## src/rtl/multi_strand_led_driver.sv

```systemverilog
// Lockstep WS2812-style driver for several strands sharing one bit-timing engine.
// Colours arrive through an indexed request/valid handshake with a one-LED prefetch buffer.
module multi_strand_led_driver #(
    parameter int NUM_STRANDS  = 4,
    parameter int NUM_LEDS     = 60,
    parameter int COLOR_WIDTH  = 8,
    parameter int T_BIT        = 125,
    parameter int T0H          = 40,
    parameter int T1H          = 80,
    parameter int RESET_CYCLES = 30000,
    localparam int IDX_W       = (NUM_LEDS > 1) ? $clog2(NUM_LEDS) : 1
) (
    input  logic                               clk_in,
    input  logic                               rst_in,
    input  logic                               force_reset,
    input  logic                               frame_start,
    input  logic                               mode_continuous,
    input  logic [2:0]                         brightness_shift_in,
    input  logic [NUM_STRANDS*COLOR_WIDTH-1:0] green_in,
    input  logic [NUM_STRANDS*COLOR_WIDTH-1:0] red_in,
    input  logic [NUM_STRANDS*COLOR_WIDTH-1:0] blue_in,
    input  logic                               color_valid,
    output logic [IDX_W-1:0]                   next_led_request,
    output logic                               request_valid,
    output logic [NUM_STRANDS-1:0]             strand_out,
    output logic                               busy,
    output logic                               frame_done,
    output logic                               underrun
);
    localparam int WORD_W = 3 * COLOR_WIDTH;
    localparam int BIT_W  = $clog2(WORD_W);
    localparam int CNT_W  = (T_BIT > 1) ? $clog2(T_BIT) : 1;
    localparam int LAT_W  = $clog2(RESET_CYCLES + 1);
    localparam logic [CNT_W-1:0] T0H_C = CNT_W'(T0H);
    localparam logic [CNT_W-1:0] T1H_C = CNT_W'(T1H);

    typedef enum logic [1:0] {IDLE, FETCH0, SHIFT, LATCH} state_t;

    state_t                               state_reg, state_next;
    logic [CNT_W-1:0]                     bit_cnt_reg, bit_cnt_next;
    logic [BIT_W-1:0]                     bit_idx_reg, bit_idx_next;
    logic [IDX_W-1:0]                     led_idx_reg, led_idx_next;
    logic                                 req_valid_reg, req_valid_next;
    logic [IDX_W-1:0]                     req_idx_reg, req_idx_next;
    logic                                 pf_full_reg, pf_full_next;
    logic [NUM_STRANDS-1:0][WORD_W-1:0]   pf_reg, pf_next;
    logic [NUM_STRANDS-1:0][WORD_W-1:0]   shift_reg, shift_next;
    logic [NUM_STRANDS-1:0][WORD_W-1:0]   shift_adv, fmt_word;
    logic [LAT_W-1:0]                     latch_cnt_reg, latch_cnt_next;
    logic                                 complete_reg, complete_next;
    logic                                 forced_reg, forced_next;
    logic                                 underrun_reg, underrun_next;

    logic capture, bit_end, word_end, last_led, led_first, latch_end;

    assign capture   = req_valid_reg && color_valid;
    assign bit_end   = (bit_cnt_reg == CNT_W'(T_BIT - 1));
    assign word_end  = bit_end && (bit_idx_reg == BIT_W'(WORD_W - 1));
    assign last_led  = (led_idx_reg == IDX_W'(NUM_LEDS - 1));
    assign led_first = (bit_cnt_reg == '0) && (bit_idx_reg == '0);
    assign latch_end = (latch_cnt_reg == LAT_W'(RESET_CYCLES - 1));

    generate
        for (genvar gi = 0; gi < NUM_STRANDS; gi++) begin : g_strand
            assign fmt_word[gi] = {
                COLOR_WIDTH'(green_in[gi*COLOR_WIDTH +: COLOR_WIDTH] >> brightness_shift_in),
                COLOR_WIDTH'(red_in[gi*COLOR_WIDTH +: COLOR_WIDTH] >> brightness_shift_in),
                COLOR_WIDTH'(blue_in[gi*COLOR_WIDTH +: COLOR_WIDTH] >> brightness_shift_in)};
            assign shift_adv[gi]  = {shift_reg[gi][WORD_W-2:0], 1'b0};
            assign strand_out[gi] = (state_reg == SHIFT) &&
                                    (bit_cnt_reg < (shift_reg[gi][WORD_W-1] ? T1H_C : T0H_C));
        end
    endgenerate

    assign request_valid    = req_valid_reg;
    assign next_led_request = req_idx_reg;
    assign busy             = (state_reg != IDLE);
    assign underrun         = underrun_reg;
    assign frame_done       = (state_reg == LATCH) && complete_reg && latch_end;

    always_ff @(posedge clk_in) begin
        if (rst_in) begin
            state_reg     <= IDLE;
            bit_cnt_reg   <= '0;
            bit_idx_reg   <= '0;
            led_idx_reg   <= '0;
            req_valid_reg <= 1'b0;
            req_idx_reg   <= '0;
            pf_full_reg   <= 1'b0;
            pf_reg        <= '0;
            shift_reg     <= '0;
            latch_cnt_reg <= '0;
            complete_reg  <= 1'b0;
            forced_reg    <= 1'b0;
            underrun_reg  <= 1'b0;
        end else begin
            state_reg     <= state_next;
            bit_cnt_reg   <= bit_cnt_next;
            bit_idx_reg   <= bit_idx_next;
            led_idx_reg   <= led_idx_next;
            req_valid_reg <= req_valid_next;
            req_idx_reg   <= req_idx_next;
            pf_full_reg   <= pf_full_next;
            pf_reg        <= pf_next;
            shift_reg     <= shift_next;
            latch_cnt_reg <= latch_cnt_next;
            complete_reg  <= complete_next;
            forced_reg    <= forced_next;
            underrun_reg  <= underrun_next;
        end
    end

    always_comb begin
        state_next     = state_reg;
        bit_cnt_next   = bit_cnt_reg;
        bit_idx_next   = bit_idx_reg;
        led_idx_next   = led_idx_reg;
        req_valid_next = req_valid_reg;
        req_idx_next   = req_idx_reg;
        pf_full_next   = pf_full_reg;
        pf_next        = pf_reg;
        shift_next     = shift_reg;
        latch_cnt_next = latch_cnt_reg;
        complete_next  = complete_reg;
        forced_next    = forced_reg;
        underrun_next  = 1'b0;

        if (capture) begin
            req_valid_next = 1'b0;
        end

        case (state_reg)
            IDLE: begin
                if (frame_start || mode_continuous) begin
                    state_next     = FETCH0;
                    req_valid_next = 1'b1;
                    req_idx_next   = '0;
                end
            end
            FETCH0: begin
                if (capture) begin
                    shift_next   = fmt_word;
                    state_next   = SHIFT;
                    bit_cnt_next = '0;
                    bit_idx_next = '0;
                    led_idx_next = '0;
                end
            end
            SHIFT: begin
                bit_cnt_next = bit_cnt_reg + 1'b1;
                if (capture) begin
                    pf_next      = fmt_word;
                    pf_full_next = 1'b1;
                end
                // Request goes out one cycle after the previous capture so request_valid visibly drops.
                if (led_first && !last_led && !req_valid_reg && !pf_full_reg) begin
                    req_valid_next = 1'b1;
                    req_idx_next   = led_idx_reg + 1'b1;
                end
                if (bit_end) begin
                    bit_cnt_next = '0;
                    if (!word_end) begin
                        bit_idx_next = bit_idx_reg + 1'b1;
                        shift_next   = shift_adv;
                    end else if (last_led) begin
                        state_next     = LATCH;
                        latch_cnt_next = '0;
                        complete_next  = 1'b1;
                    end else if (pf_full_reg || capture) begin
                        // A capture on the final cycle is forwarded straight into the shifter.
                        shift_next   = pf_full_reg ? pf_reg : fmt_word;
                        pf_full_next = 1'b0;
                        led_idx_next = led_idx_reg + 1'b1;
                        bit_idx_next = '0;
                    end else begin
                        underrun_next  = 1'b1;
                        req_valid_next = 1'b0;
                        state_next     = LATCH;
                        latch_cnt_next = '0;
                        complete_next  = 1'b0;
                    end
                end
            end
            LATCH: begin
                if (latch_end) begin
                    complete_next = 1'b0;
                    forced_next   = 1'b0;
                    if (!forced_reg && mode_continuous) begin
                        state_next     = FETCH0;
                        req_valid_next = 1'b1;
                        req_idx_next   = '0;
                    end else begin
                        state_next = IDLE;
                    end
                end else begin
                    latch_cnt_next = latch_cnt_reg + 1'b1;
                end
            end
            default: state_next = IDLE;
        endcase

        if (force_reset) begin
            state_next     = LATCH;
            latch_cnt_next = '0;
            req_valid_next = 1'b0;
            pf_full_next   = 1'b0;
            complete_next  = 1'b0;
            forced_next    = 1'b1;
            underrun_next  = 1'b0;
        end
    end
endmodule
```

## config.mk

```make
export PLATFORM = sky130hd
export DESIGN_NAME = multi_strand_led_driver
export DESIGN_NICKNAME = d
export VERILOG_FILES = /design/src/rtl/multi_strand_led_driver.sv
export SDC_FILE = /design/constraint.sdc
export NUM_CORES = 1
export LEC_CHECK = 0
export CELL_PAD_IN_SITES_DETAIL_PLACEMENT = 0
export CELL_PAD_IN_SITES_GLOBAL_PLACEMENT = 1
export CORE_UTILIZATION = 40
export CTS_CLUSTER_DIAMETER = 30
export DETAILED_ROUTE_END_ITERATION = 8
export PLACE_DENSITY = 0.77
export SKIP_LAST_GASP = 1
export SYNTH_ARGS = -nofsm -noshare
export SYNTH_HDL_FRONTEND = slang
export SYNTH_SLANG_ARGS = --single-unit
```

## constraint.sdc

```tcl
create_clock -name clk_in -period 1.9 [get_ports clk_in]
set_input_delay 0.19 -clock clk_in [delete_from_list [all_inputs] [get_ports clk_in]]
set_output_delay 0.19 -clock clk_in [all_outputs]
set_load 0.02 [all_outputs]
```

Word-level counts from Yosys, hierarchy flattened --
Index checks and enable logic that the tools add are counted.
Cells by class: add/sub/neg operators 4, $lt $le $gt $ge 4, eq/ne operators 26, shift-type cells 12, muxes and demuxes 71, bitwise gates (word level) 3, reductions and logical operators 39
Operator list (count):
- 96-bit two-way mux | 6
- 96-bit case mux with 2 select lines | 1
- 8-bit by 3-bit right shift with 8-bit output | 12
- 15-bit two-way mux | 5
- 6-bit two-way mux | 9
- 7-bit two-way mux | 6
- 15-bit case mux with 2 select lines | 1
- 7-bit less-than comparator | 4
- 5-bit two-way mux | 5
- 1-bit two-way mux | 23
- 3-bit != test, second input constant | 7
- 5-bit AND reduction | 4
- 6-bit case mux with 3 select lines | 1
- 2-bit two-way mux | 8
- 15-bit by 1-bit adder with 15-bit output, second input constant | 1
- 15-bit == test, second input constant | 1
- 2-bit != test, second input constant | 7
- 7-bit case mux with 2 select lines | 1
- 1-bit logical AND | 13
- 6-bit case mux with 2 select lines | 1
- 6-bit AND reduction | 2
- 5-bit case mux with 2 select lines | 1
- 2-bit nonzero test | 5
- 2-bit case mux with 4 select lines | 1
- other kinds (23) | 34
Word-level totals: flip-flop bits (word level) 238, bits of input ports 105, output and inout port bits 14

Depth between registers and ports, before layout --
Gate-level depths: netlist (run 1).
depth in word-level cells 11, mapped depth 10, depth with buffers taken out 7

Worst setup path before layout (run 1) --
No wires, ideal clock.
kind reg2reg, start point register state_reg[0], end point register latch_cnt_reg[8], setup time 0.070 ns, data arrival time 1.991 ns, data required time 1.830 ns, setup slack -0.161 ns, stages on the path, launching flop included 10, buffers on the path 2, cell sequence dfxtp_1 > inv_1 > ha_1 > buf_2 > inv_2 > nor4_2 > a22oi_2 > buf_6 > or4_1 > a21oi_1
On the way: cells in the longest elaborated chain, start to end 3
RTL lines:
- start, declared | line 39 | state_t state_reg, state_next;
- start signal, assigned | line 97 | state_reg <= state_next;
- 2-bit == test | line 132 | case (state_reg)
- 3-bit != test (no source line), or another cell as far along
- 5-bit AND reduction (no source line)
- end signal, assigned | line 106 | latch_cnt_reg <= latch_cnt_next;
- end, declared | line 49 | logic [LAT_W-1:0] latch_cnt_reg, latch_cnt_next;
Several ways; a longest one is shown, not always the timed one. A chain may end at the register's enable or synchronous reset.

Worst setup path after layout (run 1) --
start point register bit_cnt_reg[4], end point register shift_reg, in the netlist shift_adv[1]
On the way: cells in the longest elaborated chain, start to end 5
RTL lines:
- start, declared | line 40 | logic [CNT_W-1:0] bit_cnt_reg, bit_cnt_next;
- start signal, assigned | line 98 | bit_cnt_reg <= bit_cnt_next;
- 7-bit == test (*) | line 57 | assign bit_end = (bit_cnt_reg == CNT_W'(T_BIT - 1));
- 1-bit logical AND | line 58 | assign word_end = bit_end && (bit_idx_reg == BIT_W'(WORD_W - 1));
- 96-bit two-way mux | line 162 | if (!word_end) begin
- 96-bit two-way mux | line 160 | if (bit_end) begin
- 96-bit case mux with 2 select lines | line 132
- end signal, assigned | line 105 | shift_reg <= shift_next;
- end, declared | line 47 | logic [NUM_STRANDS-1:0][WORD_W-1:0] shift_reg, shift_next;
Every way passes the cells marked *; elsewhere a longest branch is shown, timed or not. The select of a mux whose other input is x is not followed.

==> impl_metrics.tcl, run 1 <==
set metrics [dict create \
    outcome "finished with violations" \
    failed_checks "negative setup slack" \
    finalSetupViolations 130 \
    p_switching_uw 9390 \
    syn_area_per_cell_um2 8.40 \
    routed_wl_um 58000 \
    final_common_cell "buf_4" \
    grt_start_max_net_pins 83 \
    synthArstFlopShare_pct 0 \
    cp.arrival_ps 2620 \
    cts_max_path_buffers 3 \
    synth_top_area_share_pct 35.1 \
    post-route-util_pct 67.7 \
    place_inst 2293 \
    endpoint_kind "register" \
    setup_slack_ps -271 \
    die_w_um 186 \
    cpMaxStageDelayCell "dfxtp_4" \
    fin_cells 2475 \
    yosys.area.top_type "dfxtp_1" \
    worstPathRequired_ps 2350 \
    place_congestion 0.915 \
    final_area_um2 22600 \
    fin_nets 2107 \
    cts_tree "done" \
    synth_cell_type_count 72 \
    htreeDepth 2 \
    initial_core_util_pct 40.5 \
    final_cell_mix "235 x buf_4, 221 x dfxtp_1, 207 x nor2_1" \
    ys_top_cells_by_area "dfxtp_1 35%, nor2_1 6.0%, mux4_2 4.6%" \
    postRouteAntennaNets 0 \
    cp_max_fo 8 \
    rsz0062_at_grt "yes" \
    skew_ps 30.2 \
    clk_latency_ps 570 \
    synth_ff_type "dfxtp_1" \
    antenna_cells 0 \
    ys_seq_area_share_pct 35.1 \
    core.rowCount 67 \
    layout_min_cycle_time_ps 2170 \
    grt_pass1_vias 14000 \
    pre_cts_slack_ps -246 \
    crit_chain "nand4_1, buf_4, o21ai_4, buf_6, o211ai_1, buf_6, buf_6, clkbuf_16, a211oi_2, nor2_1" \
    grt_first_pass_wirelength_um 75700 \
    area_growth_pct 67.0 \
    slowest_delay_ps 430 \
    clock-root-buffer "clkbuf_16" \
    switching_share_pct 34.7 \
    crit_path_frequent_cell "buf_6" \
    drive_above_1_share_pct 40.7 \
    critical_path_class "register to register" \
    max_slew_margin_pct 45.0 \
    intPower_uw 17700 \
    overflow 0 \
    rr_worst_depth 10 \
    power_density_nw_per_um2 1200 \
    vias 15400 \
    vias_per_cell 6.21 \
    drtIter0Drc 1491 \
    dp_hpwl_um 32200 \
    post_drt_wl_per_cell_um 23.5 \
    p_seq_share_pct 24.3 \
    largest_reg_flops 96 \
    p_total_uw 27100 \
    placed_cell_area_um2 17100 \
    maxCapViolations 0 \
    crit_path_start_kind "register" \
    clk_pin_slew_ps 50 \
    p_leak_uw 0.00849 \
    slew_viol_final 0 \
    core_area_um2 33400 \
    syn_area_um2 13600 \
    timing.final.crit_share_pct 114 \
    tightestPinTransition_ps 824 \
    drc_errors 0 \
    die_area_um2 34600 \
    netlist_instances 1615 \
    ys_warn_count 0 \
    grt_usage_pct 27.8 \
    pwr-share-comb_pct 39.0 \
    syn_nets 1742 \
    fp.dieH_um 186 \
    hold_viol 0 \
    holdPathStages 5 \
    cts_made_buffers 57 \
    power_frac_clock_pct 36.7 \
    firstDrtPassIters 7 \
    hold_path.class "input port to register" \
    port-buffer-count 118 \
    ios 119 \
    fmax_mhz 461 \
    synth_enable_flop_cells 0 \
    antenna_found_initial 1 \
    clock-sinks 238 \
    worst_ir_drop_vdd_mv 0.787 \
    ys_ff_latch 238 \
]
## through the flow
stage                     hold slack (ps)  TNS [ps]
final                                 295    -19200
after global routing                  313    -27210
after CTS                             281    -13040
after detailed placement              447    -17640
after global placement                441    -13720
after floorplan                       307      -191
## cell usage after synthesis, types with 4 or more instances
cell type and count:
nor3_1 36, nand3_1 73, or4_1 13, o21a_1 9
inv_1 19, o2bb2ai_1 12, o21ai_1 4, ha_1 22
a21oi_1 102, nand2b_1 10, nand4_1 11, mux2_2 51
a22o_1 24, a222oi_1 24, o22ai_1 68, o311ai_1 5
nand2_1 95, a2bb2oi_1 5, o31ai_1 68, o32ai_1 10
a211oi_1 15, buf_4 9, a22oi_1 50, or3_1 9
nor2b_1 14, buf_2 42, and3b_1 9, dfxtp_1 238
xor2_1 6, mux4_2 28, a31oi_1 16, and3_1 12
mux2i_1 59, o21ai_0 74, nor2_1 216, buf_1 9
clkbuf_1 92
## timing repair
action,CTS,global route
cloned,2,35
hold buffers,1,0
resized for setup,146,406
setup buffers,10,34
endpoints found under the setup margin,140,182
pin swaps,33,149
hold endpoints to repair,11,0
## worst max-delay path, delay by kind of cell (launching register included)
family	cells	cell delay, ps
simple gates	2	340
compound gates	3	430
flops	1	430
buf+inv	5	860
## cells by family after synthesis
group           after synthesis  synth area share, %
buf+inv                     176                 5.62
simple gates                523                 18.1
mux                         138                 13.2
flops                       238                 35.1
compound gates              512                 25.5
fa+ha+maj                    22                 2.03
xor+xnor                      6                0.387
## area by class of cell
cell class / count / area (µm²)
Clock buffer: 77 / 1610
Multi-Input combinational cell: 1203 / 10400
Tap cell: 448 / 561
Inverter: 22 / 85.1
Sequential cell: 238 / 4790
Clock inverter: 29 / 368
Fill cell: 2367 / 10800
Timing Repair Buffer: 458 / 4880
## power groups by stage
| stage | Combinational [µW] | Sequential, µW | Clock, µW |
|---|---|---|---|
| finish | 10600 | 6580 | 9960 |
| global route | 11000 | 6640 | 10300 |
| CTS | 6920 | 6240 | 10000 |
| detailed placement | 6230 | 6280 | 0 |
| global placement | 6140 | 6280 | 0 |
| floorplan | 3410 | 6190 | 0 |
## path summary, 6_finish.rpt
check	from	to	slack [ps]
setup / recovery	bit_cnt_reg[4]$_SDFFE_PP0P_	shift_adv[1]$_SDFFE_PP0P_	-270
setup reg to reg	bit_cnt_reg[4]$_SDFFE_PP0P_	shift_adv[1]$_SDFFE_PP0P_	-270
hold / removal	brightness_shift_in[0]	pf_reg[26]$_SDFFE_PP0P_	300
hold reg to reg	forced_reg$_SDFFE_PP0P_	forced_reg$_SDFFE_PP0P_	470
## routing by layer
metal  global-route usage (%)  up-vias  share of wire [%]
met3                     4.77      215                9.0
met5                        0        -              0.031
li1                         -     6876                  -
met2                     46.5      829                 47
met4                     10.6        2                5.3
met1                     35.8     7457                 39
No activity file was read; power rests on OpenSTA's default activity.
==> inputs of run 2 (changes only) <==
Settings changed: CORE_UTILIZATION 40 to 48, PLACE_DENSITY 0.77 to 0.86.
Clock period 1.9 ns to 2.7 ns, I/O delays scaled along.
==> run 2 against run 1 <==
Effect of this change: the flow now finishes without violations; sequential cell count is the same; worst setup slack improved by 450 ps; clock skew is 13 ps lower; clock-buffer cell count down 10; critical endpoint is now strand_out[0]; largest cell class unchanged; highest routed layer is now met4.
==> impl_metrics.tcl, run 2 (synthesized netlist as in run 1, its figures left out) <==
set metrics [dict create \
    die_area_um2 28900 \
    max_slew_margin_pct 29.4 \
    grt_usage_pct 29.9 \
    clock-sinks 238 \
    postRouteAntennaNets 0 \
    cp.arrival_ps 2250 \
    reg2reg_to "shift_adv[26]$_SDFFE_PP0P_" \
    grt_pass1_vias 12800 \
    whs_ps 79.5 \
    skew_ps 17.5 \
    vias 13300 \
    post_drt_wl_per_cell_um 20.5 \
    drive_above_1_share_pct 15.5 \
    holdPathStages 2 \
    final_cell_mix "237 x dfxtp_1, 212 x nor2_1, 109 x clkdlybuf4s50_1" \
    finalSetupViolations 0 \
    worst_ir_drop_vdd_mv 0.467 \
    maxCapViolations 0 \
    slew_viol_final 0 \
    antenna_cells 0 \
    clk_pin_slew_ps 40 \
    dp_hpwl_um 26800 \
    grt_first_pass_wirelength_um 68900 \
    core.rowCount 61 \
    grt_start_max_net_pins 101 \
    final_common_cell "dfxtp_1" \
    routed_wl_um 43400 \
    endpoint_kind "output pin" \
    clock-root-buffer "clkbuf_16" \
    largest_reg_flops 96 \
    fmax_mhz 396 \
    tns_ps 0 \
    place_congestion 0.909 \
    setup_slack_ps 177 \
    fp.dieH_um 170 \
    placed_cell_area_um2 15300 \
    drc_errors 0 \
    cp_max_fo 11 \
    rsz0062_at_grt "no" \
    hold_viol 0 \
    cts_tree "done" \
    firstDrtPassIters 6 \
    port-buffer-count 118 \
    worstPathRequired_ps 2430 \
    post-route-util_pct 61.5 \
    cts_hold_buf 0 \
    core_area_um2 27800 \
    htreeDepth 2 \
    pre_cts_slack_ps 217 \
    final_area_um2 17100 \
    cts_made_buffers 53 \
    layout_min_cycle_time_ps 2520 \
    antenna_found_initial 0 \
    timing.final.crit_share_pct 93.4 \
    rr_worst_depth 8 \
    initial_core_util_pct 48.8 \
    critical_path_class "register to output pin" \
    hold_path.class "input port to register" \
    regToRegSetupSlack_ps 260 \
    power_density_nw_per_um2 856 \
    min_to "forced_reg$_SDFFE_PP0P_" \
    outcome "completed" \
    r2r_start "state_reg[1]$_SDFFE_PP0P_" \
    cts_max_path_buffers 3 \
    area_growth_pct 26.1 \
    die_w_um 170 \
    clk_latency_ps 550 \
    hold_start "rst_in" \
    p_leak_uw 0.00630 \
    ios 119 \
    drtIter0Drc 1308 \
    overflow 0 \
    vias_per_cell 6.31 \
    fin_nets 1821 \
    crit_path_start_kind "register" \
    tightestPinTransition_ps 1060 \
]
run 2: per-layer routing:
metal / global-route usage [%] / up-vias / wire [µm]
met1: 39.9 / 6440 / 19300
met3: 4.40 / 77 / 3040
met5: 0 / - / 0
met4: 9.48 / 0 / 967
met2: 49.6 / 545 / 20100
li1: - / 6282 / -
run 2: timing repair:
item | 4_1_cts | 5_1_grt
resized for setup | 5 | 7
buffers inserted | 0 | 0
setup endpoints to repair | 5 | 3
run 2: area by class of cell:
cell class              instances  area, µm²
flip-flops and latches        238       4770
repair buffers                178       1810
clock buffers                  67       1470
fillers                      2473      10700
inverters                      22       82.6
multi-input cells            1201       8120
clock inverters                32        373
well taps                     378        473
run 2: worst max path at each step:
stage	endpoint	cells after the start	start
after global placement	shift_adv[43]$_SDFFE_PP0P_	7	color_valid
after global routing	strand_out[0]	7	shift_reg[23]$_SDFFE_PP0P_
final	strand_out[0]	6	state_reg[0]$_SDFFE_PP0P_
after detailed placement	shift_adv[9]$_SDFFE_PP0P_	7	color_valid
after floorplan	latch_cnt_reg[8]$_SDFFE_PP0P_	9	state_reg[0]$_SDFFE_PP0P_
after CTS	strand_out[3]	6	state_reg[0]$_SDFFE_PP0P_
run 2: report_power, final:
part,internal (µW),switching (µW),total [µW]
Clock,4490,2080,6570
Combinational,1430,2230,3650
Sequential,4070,348,4420
Total,9990,4650,14600
run 2: critical path, cell delays in order (launching register included):
cell and delay (ps):
dfxtp_1 420, inv_1 90, ha_1 260, inv_2 270, buf_4 270, a211oi_1 60
dlygate4sd2_1 320
run 2: stage by stage:
| step | total power, µW | instances |
|---|---|---|
| global route | 15300 | 2116 |
| detailed placement | 8060 | 2017 |
| CTS | 14600 | 2116 |
| finish | 14600 | 2116 |
| floorplan | 6730 | 1615 |
| global placement | 7990 | 2017 |
==> inputs of run 3 (changes only) <==
Settings changed: CORE_UTILIZATION 48 to 40, PLACE_DENSITY 0.86 to 0.88.
Clock period 2.7 ns to 2.2 ns, I/O delays scaled along.
==> run 3 against run 2 <==
Effect of this change: global-route usage down 3.7 points; worst setup slack got worse by 90 ps; register-to-register slack got worse by 160 ps; clock power rose by 24%.
==> impl_metrics.tcl, run 3 (synthesized netlist as in run 1, its figures left out) <==
set metrics [dict create \
    outcome "completed" \
    postRouteAntennaNets 0 \
    place_congestion 0.861 \
    dp_hpwl_um 29100 \
    fillCellCount 2949 \
    power_density_nw_per_um2 1040 \
    worst-path-buf-inv 1 \
    max_slew_margin_pct 55.3 \
    final_area_um2 18000 \
    vias_per_cell 6.16 \
    core_area_um2 33400 \
    overflow 0 \
    pwr-share-comb_pct 27.5 \
    crit_chain "ha_1, o21a_1, o21ai_2, nand2b_1, a211oi_2, buf_4" \
    crit_family "compound AO/OA/AOI/OAI gates" \
    worstPathRequired_ps 1980 \
    cp.arrival_ps 1890 \
    p_switching_uw 5920 \
    cp_max_fo 7 \
    grt_pass1_vias 13700 \
    tightestPinTransition_ps 669 \
    drive_above_1_share_pct 20.2 \
    firstDrtPassIters 8 \
    timing.final.crit_share_pct 96.0 \
    hold_start "rst_in" \
    initial_core_util_pct 40.5 \
    final_cell_mix "228 x dfxtp_1, 215 x nor2_1, 114 x buf_4" \
    worst_ir_drop_vdd_mv 0.740 \
    die_w_um 186 \
    maxCapViolations 0 \
    drc_errors 0 \
    fin_nets 1896 \
    htreeDepth 2 \
    largest_reg_flops 96 \
    clk_pin_slew_ps 50 \
    multi_input_area_um2 8200 \
    critPathLaunch "bit_cnt_reg[4]$_SDFFE_PP0P_" \
    grt_first_pass_wirelength_um 72600 \
    regToRegSetupSlack_ps 100 \
    cts_max_path_buffers 3 \
    layout_min_cycle_time_ps 2110 \
    final_common_cell "dfxtp_1" \
    core.rowCount 67 \
    post_drt_wl_per_cell_um 20.3 \
    finalSetupViolations 0 \
    drtIter0Drc 1297 \
    cpMaxStageDelayCell "dfxtp_4" \
    fmax_mhz 473 \
    holdPathStages 3 \
    ff_latch_area_um2 4780 \
    area_growth_pct 32.9 \
    cts_tree "done" \
    port-buffer-count 118 \
    grt_usage_pct 26.2 \
    power_frac_clock_pct 43.7 \
    tns_ps 0 \
    intPower_uw 12800 \
    routed_wl_um 45900 \
    slew_viol_final 0 \
    antenna_found_initial 1 \
    p_leak_uw 0.00677 \
    critical_path_class "register to output pin" \
    crit_path_start_kind "register" \
    fp.dieH_um 186 \
    vias 13900 \
    cts_made_buffers 52 \
    endpoint_kind "output pin" \
    clk_latency_ps 580 \
    ios 119 \
    clock-sinks 238 \
    skew_ps 50.3 \
    switching_share_pct 31.6 \
    grt_start_max_net_pins 116 \
    clock-root-buffer "clkbuf_16" \
    p_total_uw 18700 \
    placed_cell_area_um2 15900 \
    timing.critical_path.depth 6 \
    hold_viol 0 \
    p_seq_share_pct 28.8 \
    rsz0062_at_grt "yes" \
    slowest_delay_ps 370 \
    hold_path.class "input port to register" \
    rr_worst_depth 10 \
    r2r_start "led_idx_reg[1]$_SDFFE_PP0P_" \
    die_area_um2 34600 \
]
==> run 3: cell types whose count changed in the layout (fill, tap and decap cells not counted), moves of 4 or more <==
cell        before  now
dfxtp_1        237  228
clkinvlp_4       6    2
buf_4           48  114
buf_12          16   26
o21ai_0         74   69
ha_1            22   18
dfxtp_2          1    8
==> run 3: metrics by stage <==
stage	setup slack [ps]	hold WS (ps)	instances	util (%)
2_1_floorplan	139	337	1615	-
3_3_place_gp	39.0	442	2153	47.7
3_5_place_dp	-36.4	447	2153	47.7
4_1_cts	-30.1	68.8	2249	53.3
5_1_grt	-25.4	85.5	2259	53.9
6_report	87.3	103	2260	53.9
==> run 3: power groups by stage <==
stage	Combinational [µW]	Sequential (µW)	Clock [µW]
after floorplan	2910	5340	0
final	5150	5390	8160
after CTS	4860	5360	8230
after detailed placement	4840	5430	0
after global placement	4750	5410	0
after global routing	5550	5450	8510
==> run 3: tightest hold or removal path, cell delays in order <==
cell	delay [ps]
buf_4	130
or2_2	190
a21oi_1	50
==> run 3: area by class of cell <==
cell class | count | share of cell area (%)
Multi-Input combinational cell | 1201 | 45.5
Sequential cell | 238 | 26.5
Timing Repair Buffer | 254 | 14.0
Clock buffer | 70 | 8.32
Tap cell | 448 | 3.11
Clock inverter | 26 | 2.08
Inverter | 22 | 0.458
Antenna cell | 1 | 0.0139
==> run 3: path summary, 6_finish.rpt <==
| path | to |
|---|---|
| max | strand_out[3] |
| min | complete_reg$_SDFFE_PP0P_ |
| max reg2reg | shift_adv[83]$_SDFFE_PP0P_ |
| min reg2reg | pf_reg[11]$_SDFFE_PP0P_ |
==> run 3: repair_timing <==
action | 4_1_cts | 5_1_grt
endpoints found under the setup margin | 6 | 97
gates resized for setup | 32 | 35
cloned | 0 | 2
hold buffers | 0 | 0
pin swaps | 1 | 11
buffers inserted | 0 | 9
==> run 3: routing by layer <==
layer	vias to the layer above	GRT usage, %	share of wire, %
met1	6757	34.3	42
met4	0	9.54	2.8
li1	6428	-	-
met2	640	43.8	47
met5	-	0	0
met3	104	3.87	7.7
